<file path="src/rtl/extmem_arbiter.sv">
// rtl/extmem_arbiter.sv - round-robin arbiter sharing one external-memory port
// between N_REQ requesters, with bounded bursts and tagged read return.
module extmem_arbiter #(
  parameter int N_REQ     = 3,
  parameter int ADDR_W    = 32,
  parameter int DATA_W    = 16,
  parameter int MAX_BURST = 64,
  parameter int RD_LAT    = 1
) (
  input  logic                      clk,
  input  logic                      rst,
  input  logic [N_REQ-1:0]          req,
  input  logic [N_REQ-1:0]          req_we,
  input  logic [N_REQ*ADDR_W-1:0]   req_addr,
  input  logic [N_REQ*DATA_W-1:0]   req_wdata,
  output logic [N_REQ-1:0]          gnt,
  output logic [N_REQ-1:0]          rvalid,
  output logic [DATA_W-1:0]         rdata,
  output logic                      mem_we,
  output logic                      mem_re,
  output logic [ADDR_W-1:0]         mem_wr_addr,
  output logic [ADDR_W-1:0]         mem_rd_addr,
  output logic [DATA_W-1:0]         mem_wr_data,
  input  logic [DATA_W-1:0]         mem_rd_data,
  output logic                      busy
);

  localparam int ID_W  = $clog2(N_REQ);
  localparam int CNT_W = (MAX_BURST > 1) ? $clog2(MAX_BURST) : 1;

  typedef enum logic {IDLE, OWN} state_t;

  state_t            state;
  logic [ID_W-1:0]   owner;
  logic [ID_W-1:0]   rr_ptr;
  logic [ID_W-1:0]   pick;
  logic [ID_W-1:0]   owner_inc;
  logic [CNT_W-1:0]  beat_cnt;
  logic              owner_req;
  logic              owner_we;
  logic              beat;
  logic              last_beat;
  logic [ADDR_W-1:0] owner_addr;
  logic [DATA_W-1:0] owner_wdata;
  int                idx;

  logic [RD_LAT-1:0] rp_vld;
  logic [ID_W-1:0]   rp_id [RD_LAT];

  // Lowest offset from rr_ptr wins, so iterate offsets from high to low.
  always_comb begin
    pick = '0;
    idx  = 0;
    for (int k = N_REQ - 1; k >= 0; k--) begin
      idx = int'(rr_ptr) + k;
      if (idx >= N_REQ) idx = idx - N_REQ;
      if (req[idx]) pick = idx[ID_W-1:0];
    end
  end

  assign owner_req   = req[owner];
  assign owner_we    = req_we[owner];
  assign owner_addr  = req_addr[owner*ADDR_W +: ADDR_W];
  assign owner_wdata = req_wdata[owner*DATA_W +: DATA_W];
  assign beat        = (state == OWN) && owner_req;
  assign last_beat   = (beat_cnt == CNT_W'(MAX_BURST - 1));
  assign owner_inc   = (owner == ID_W'(N_REQ - 1)) ? '0 : owner + 1'b1;

  always_comb begin
    gnt = '0;
    if (state == OWN) gnt[owner] = owner_req;
  end

  assign mem_we      = beat & owner_we;
  assign mem_re      = beat & ~owner_we;
  assign mem_wr_addr = mem_we ? owner_addr  : '0;
  assign mem_wr_data = mem_we ? owner_wdata : '0;
  assign mem_rd_addr = mem_re ? owner_addr  : '0;

  always_ff @(posedge clk or posedge rst) begin
    if (rst) begin
      state    <= IDLE;
      owner    <= '0;
      rr_ptr   <= '0;
      beat_cnt <= '0;
    end else begin
      case (state)
        IDLE: begin
          if (|req) begin
            owner    <= pick;
            beat_cnt <= '0;
            state    <= OWN;
          end
        end
        OWN: begin
          if (!owner_req || last_beat) begin
            state  <= IDLE;
            rr_ptr <= owner_inc;
          end else begin
            beat_cnt <= beat_cnt + 1'b1;
          end
        end
        default: state <= IDLE;
      endcase
    end
  end

  // Read tags travel with fixed latency, so returns ignore later grant changes.
  always_ff @(posedge clk or posedge rst) begin
    if (rst) begin
      rp_vld <= '0;
      for (int i = 0; i < RD_LAT; i++) rp_id[i] <= '0;
    end else begin
      rp_vld[0] <= mem_re;
      rp_id[0]  <= owner;
      for (int i = 1; i < RD_LAT; i++) begin
        rp_vld[i] <= rp_vld[i-1];
        rp_id[i]  <= rp_id[i-1];
      end
    end
  end

  always_comb begin
    rvalid = '0;
    if (rp_vld[RD_LAT-1]) rvalid[rp_id[RD_LAT-1]] = 1'b1;
  end

  assign rdata = mem_rd_data;
  assign busy  = (state == OWN) || (|rp_vld);

endmodule

</file>
<file path="config.mk">
export PLATFORM = sky130hd
export DESIGN_NAME = extmem_arbiter
export DESIGN_NICKNAME = d
export VERILOG_FILES = /design/src/rtl/extmem_arbiter.sv
export SDC_FILE = /design/constraint.sdc
export NUM_CORES = 1
export LEC_CHECK = 0
export ABC_CLOCK_PERIOD_IN_PS = 4200
export BUFFER_PORTS_ARGS = -buffer_cell sky130_fd_sc_hd__buf_4
export CAP_MARGIN = 20
export CORE_AREA = 10 10 98 100
export CTS_CLUSTER_SIZE = 10
export DETAILED_ROUTE_END_ITERATION = 8
export DIE_AREA = 0 0 108 110
export PLACE_DENSITY = 0.74
export SETUP_SLACK_MARGIN = 0.02
export SYNTH_ARGS = -nofsm -noshare
export SYNTH_HDL_FRONTEND = slang
export SYNTH_SLANG_ARGS = --single-unit
export TNS_END_PERCENT = 100
</file>
<file path="constraint.sdc">
create_clock -name clk -period 4.2 [get_ports clk]
set_input_delay 0.63 -clock clk [delete_from_list [all_inputs] [get_ports clk]]
set_output_delay 0.63 -clock clk [all_outputs]
set_load 0.01 [all_outputs]
</file>
After elaboration in Yosys (flattened, before gate mapping)
Index checks and enable logic that the tools add are counted.
Storage, ports and cells
  register bits: 14
  output and inout bits: 105
  logic and storage cells: 79
Operators by class
  $add $sub $neg: 7
  magnitude comparators: 10
  equality and inequality tests: 4
  shift-type cells: 2
  multiplexer cells: 35
  bitwise logic cells: 5
  reductions and logical operators: 10
Operator list (count)
  $mux W32: 5
  $lt A32 B4 Y1 const B: 3
  $shiftx A96 B8 Y32: 1
  $shiftx A48 B7 Y16: 1
  $mux W16: 1
  $mux W1: 12
  $mux W6: 2
  $pmux W6 S2: 1
  $bmux W1 S2: 5
  $mux W2: 4
  $sub A3 B2 Y4 const B: 2
  $add A6 B1 Y6 const B: 1
  $eq A6 B6 Y1 const B: 1
  $ge A3 B2 Y1 const B: 2
  $lt A2 B3 Y1 const B: 2
  $mux W3: 2
  $reduce_and A2 Y1: 3
  $demux W1 S2: 2
  $ge A2 B1 Y1 const B: 2
  $ne A2 B2 Y1 const B: 2
  $add A2 B1 Y3 const B: 1
  $add A2 B2 Y3 const B: 1
  $and A3 B3 Y3: 1
  $logic_and A1 B1 Y1: 3
  10 further kinds: 13

Logic depth before layout (Yosys ltp)
  depth after elaboration: 9
  mapped depth: 8

Worst setup path before layout
OpenSTA, ideal clock, no wires.
  kind: input port to output port
  start: input req[1]
  end: output mem_wr_addr[22]
  arrival time: 1.786 ns
  path slack: 1.784 ns
  cell stages on the path: 7
  buffers on the path: 3
  path through: mux2i_1 > o21a_1 > or3_1 > clkbuf_1 > buf_6 > buf_6 > nor2_2
Between the ends
  longest elaborated chain between the ends: 5
Ends and longest elaborated chain
  start, declared: RTL line 12  | input logic [N_REQ-1:0] req,
  $bmux W1 S2: RTL line 61  | assign owner_req = req[owner];
  $mux W1 (implied by the code): RTL line 61
  $logic_and A1 B1 Y1: RTL line 65  | assign beat = (state == OWN) && owner_req;
  $and A1 B1 Y1: RTL line 74  | assign mem_we = beat & owner_we;
  $mux W32: RTL line 76  | assign mem_wr_addr = mem_we ? owner_addr : '0;
  end, declared: RTL line 21  | output logic [ADDR_W-1:0] mem_wr_addr,
No other way between the ends. The select of a mux whose other input is x is not followed.

Final worst setup path
  start: register owner[0]
  end: output mem_rd_addr[14]
Between the ends
  longest elaborated chain between the ends: 5
  elaborated cells on any way between the ends: 9
Ends and longest elaborated chain
  start, declared: RTL line 34  | logic [ID_W-1:0] owner;
  start signal, assigned: RTL line 90  | owner <= pick;
  parallel branches: the longest is 4 deep, another holds $shiftx A96 B8 Y32
  $mux W32 *: RTL line 78  | assign mem_rd_addr = mem_re ? owner_addr : '0;
  end, declared: RTL line 22  | output logic [ADDR_W-1:0] mem_rd_addr,
Mark *: on every way between the ends. The select of a mux whose other input is x is not followed.

==> impl_results.md <==
* Status: finished, final reports clean
* Vias in the first global route at ~3300
* CTS Buf Count at 3
* Yosys cell types at 38
* Syn Inst Count at 360
* Metal2 WL at about 6.2 mm
* EDFF count, synth at 0
* Overflow after GRT at 0
* DP HPWL at just over 10 mm
* Via density at roughly 5
* CP Data Required Time at ~3.6 ns
* Count leader, synth: nor2_1
* Clk sinks at 14
* Critical register-to-register path startpoint: owner[0]
* Starting DRT DRC Count at ~180
* P_leak at between 0.002 and 0.0025 µW
* Post-Syn Area at about 2300 µm²
* Die extent in y at 110 µm
* Clock Skews at about 0.0025 ns
* Drt total wl at roughly 12 mm
* First-pass GRT wire length at ~18 mm
* Die Wd at around 110 µm
* DIE AREA at about 12000 µm²
* Clock transition at path regs at ~0.060 ns
* IO buf count at between 200 and 250
* Relative max-transition margin at 32.27%
* Hold Vio Cnt, Final at 0
* Slowest cell on crit path: dfrtp_4
* Drt pass-1 iters at 5
* Crit path buf inv count at 2
* Synth Warn # at 0
* Met3 WL at about 1.6 mm
* Worst skew pair latency at between 0.2 and 0.3 ns
* Minimum clock period at roughly 3.5 ns
* CP Capture Type: output pin
* Layout Nets at approximately 740
* I/O Pins at 273
* Core footprint at roughly 7600 µm²
* Setup TNS at 0 ns
* Commonest cells post-synth: 124 x nor2_1, 51 x mux2i_1, 50 x a21oi_1
* Seq/Total Area, Yosys at between 10% and 20%
* Routed length per instance at between 15 and 20 µm
* DRC at 0
* Fin util at between 50% and 60%
* Maxcap violations at 0
* Hold buffers post-CTS at 0
* Fraction of layout cells with a size suffix above 1 at between 40% and 50%
* Cell mode on critical path: buf_4
* Critical path, cell by cell: mux2i_1, o21ai_1, nand3_1, buf_4, nor2_1, buf_4
* Setup crit start kind: flop
* Postcts setup bufs at 0
* Top delay family on crit path: simple AND/OR/NAND/NOR gates
* Area grow syn2layout at 76.82%
* Row count at 32
* Initial antenna violation count at 1
* DR vias at between 3000 and 4000
* Seq cells post-synth at 14
* Top sig layer: met5
* Post-synth top flop: dfrtp_1
* Post-synth ARST share at 100.0%
* Pwr Density at around 440 nW/µm²
* CTS tree: done
* Routability cong. at 0.9011
* Period utilisation layout at between 80% and 90%
* Setup Crit Path Kind: flop to output pin
* Synth top area cells: mux2i_1 22%, nor2_1 20%, dfrtp_1 15%
* FF-to-FF path depth at 5
* Post-synth net total at around 530
* Worst slew pin tran at between 1 and 1.5 ns
* Clock Tree Root: clkbuf_8
* FF-to-FF End: rp_vld
* Max Freq at between 0.2 and 0.3 GHz
* Maximum VDD drop at around 250 µV
* Gr usage total at 18.41%
* Min-Delay Path Class: input pin to async pin
* WL met1 at between 4 and 5 mm
* Crit path DAT at between 2 and 3 ns
* Pin count of the biggest net entering global routing at 53
* Max-slew violation count at 0
* Cell taking the most area after synthesis: mux2i_1
* Post-cts sizing count at 0
* Share of the synthesized area in the top cell type at 22.04%
* CTS H-Tree Depth at 1
* Antenna Cells at 0
* Mean Syn Cell Area at approximately 6.4 µm²
* Crit path largest cell delay at 0.73 ns
* RSZ-0062 raised after global routing: false
* Antenna-violating nets left at 0
* Initial Util at a little under a third
* R2r setup slk at 1.68 ns
* Clk buf depth at 2
* Final setup violating endpoints at 0
* Crit path max fanout at 28
==> where the power goes <==
part / total [µW] / switching, µW / internal (µW)
clock: 135 / 52.0 / 83.2
combinational: 1390 / 757 / 633
sequential: 274 / 93.7 / 181
total: 1800 / 903 / 897
==> metrics by stage <==
stage / area (µm²) / cells / setup WS, ns / total power, µW / hold WS (ns)
floorplan: 2316 / 360 / 1.784 / 1120 / 0.3755
global placement: 4040 / 662 / 0.9888 / 1651 / 0.4970
detailed placement: 4040 / 662 / 0.9592 / 1672 / 0.5142
CTS: 4095 / 666 / 0.6821 / 1813 / 0.4524
global route: 4095 / 666 / 0.5431 / 1946 / 0.4808
finish: 4095 / 666 / 0.6925 / 1800 / 0.4343
==> per-layer routing <==
layer  global-route usage, %  vias up
met3                   8.648       26
li1                        -     1601
met4                   5.630        2
met5                       0        -
met2                   31.94      187
met1                   19.49     1504
==> cell usage in the layout (no fill, tap or decap), drive strengths merged <==
cell type  netlist  routed
a21oi           50      50
a221o            1       1
a2bb2oi          1       1
a31oi            2       2
a32o             1       1
and3             2       2
and3b            1       1
buf             27     244
clkbuf          17       4
dfrtp           14      14
ha               4       4
inv              9       9
mux2             3       3
mux2i           51      51
nand2            8       8
nand2b           2       2
nand3            5       5
nand3b           1       1
nand4            1       1
nor2           133     133
nor2b            2       2
nor3             2       2
nor3b            2       2
o211ai           3       3
o21a             1       1
o21ai            8       8
o221ai           1       1
o22ai            1       1
o311ai           1       1
o31ai            1       1
or2              2       2
or3              1       1
or4              2       2
==> flip-flops by register name, summed over array words and instances (netlist names) <==
register / count
beat_cnt: 6
owner: 2
rp_id: 2
rp_vld: 1
rr_ptr: 2
state: 1
==> logic make-up (layout without fill, tap and decap cells) <==
logic type | count (synthesis) | after routing | synth area share [%]
muxes | 54 | 54 | 23.50
DFF | 14 | 14 | 15.13
and+or+nand+nor | 164 | 164 | 30.04
AOI/OAI and AO/OA | 71 | 71 | 16.96
adders and majority gates | 4 | 4 | 2.161
buffers and inverters | 53 | 257 | 12.21
==> area by class of cell <==
cell class	count	area [µm²]
multi-input combinational	293	1692
sequential	14	355.3
tap	102	127.6
inverter	9	33.78
fill	735	3552
clock buffer	4	55.05
timing repair buffer	244	1832
==> how the worst max path moves through the flow <==
stage,slack [ns],to,from,cells after the start
after floorplan,1.78,mem_wr_addr[22],req[1],7
after global placement,0.99,mem_wr_addr[20],owner[0],5
after detailed placement,0.96,mem_rd_addr[14],owner[0],6
after CTS,0.68,mem_rd_addr[14],owner[0],6
after global routing,0.54,mem_rd_addr[11],owner[0],6
final,0.69,mem_rd_addr[14],owner[0],6
No activity file was read; power rests on OpenSTA's default activity.
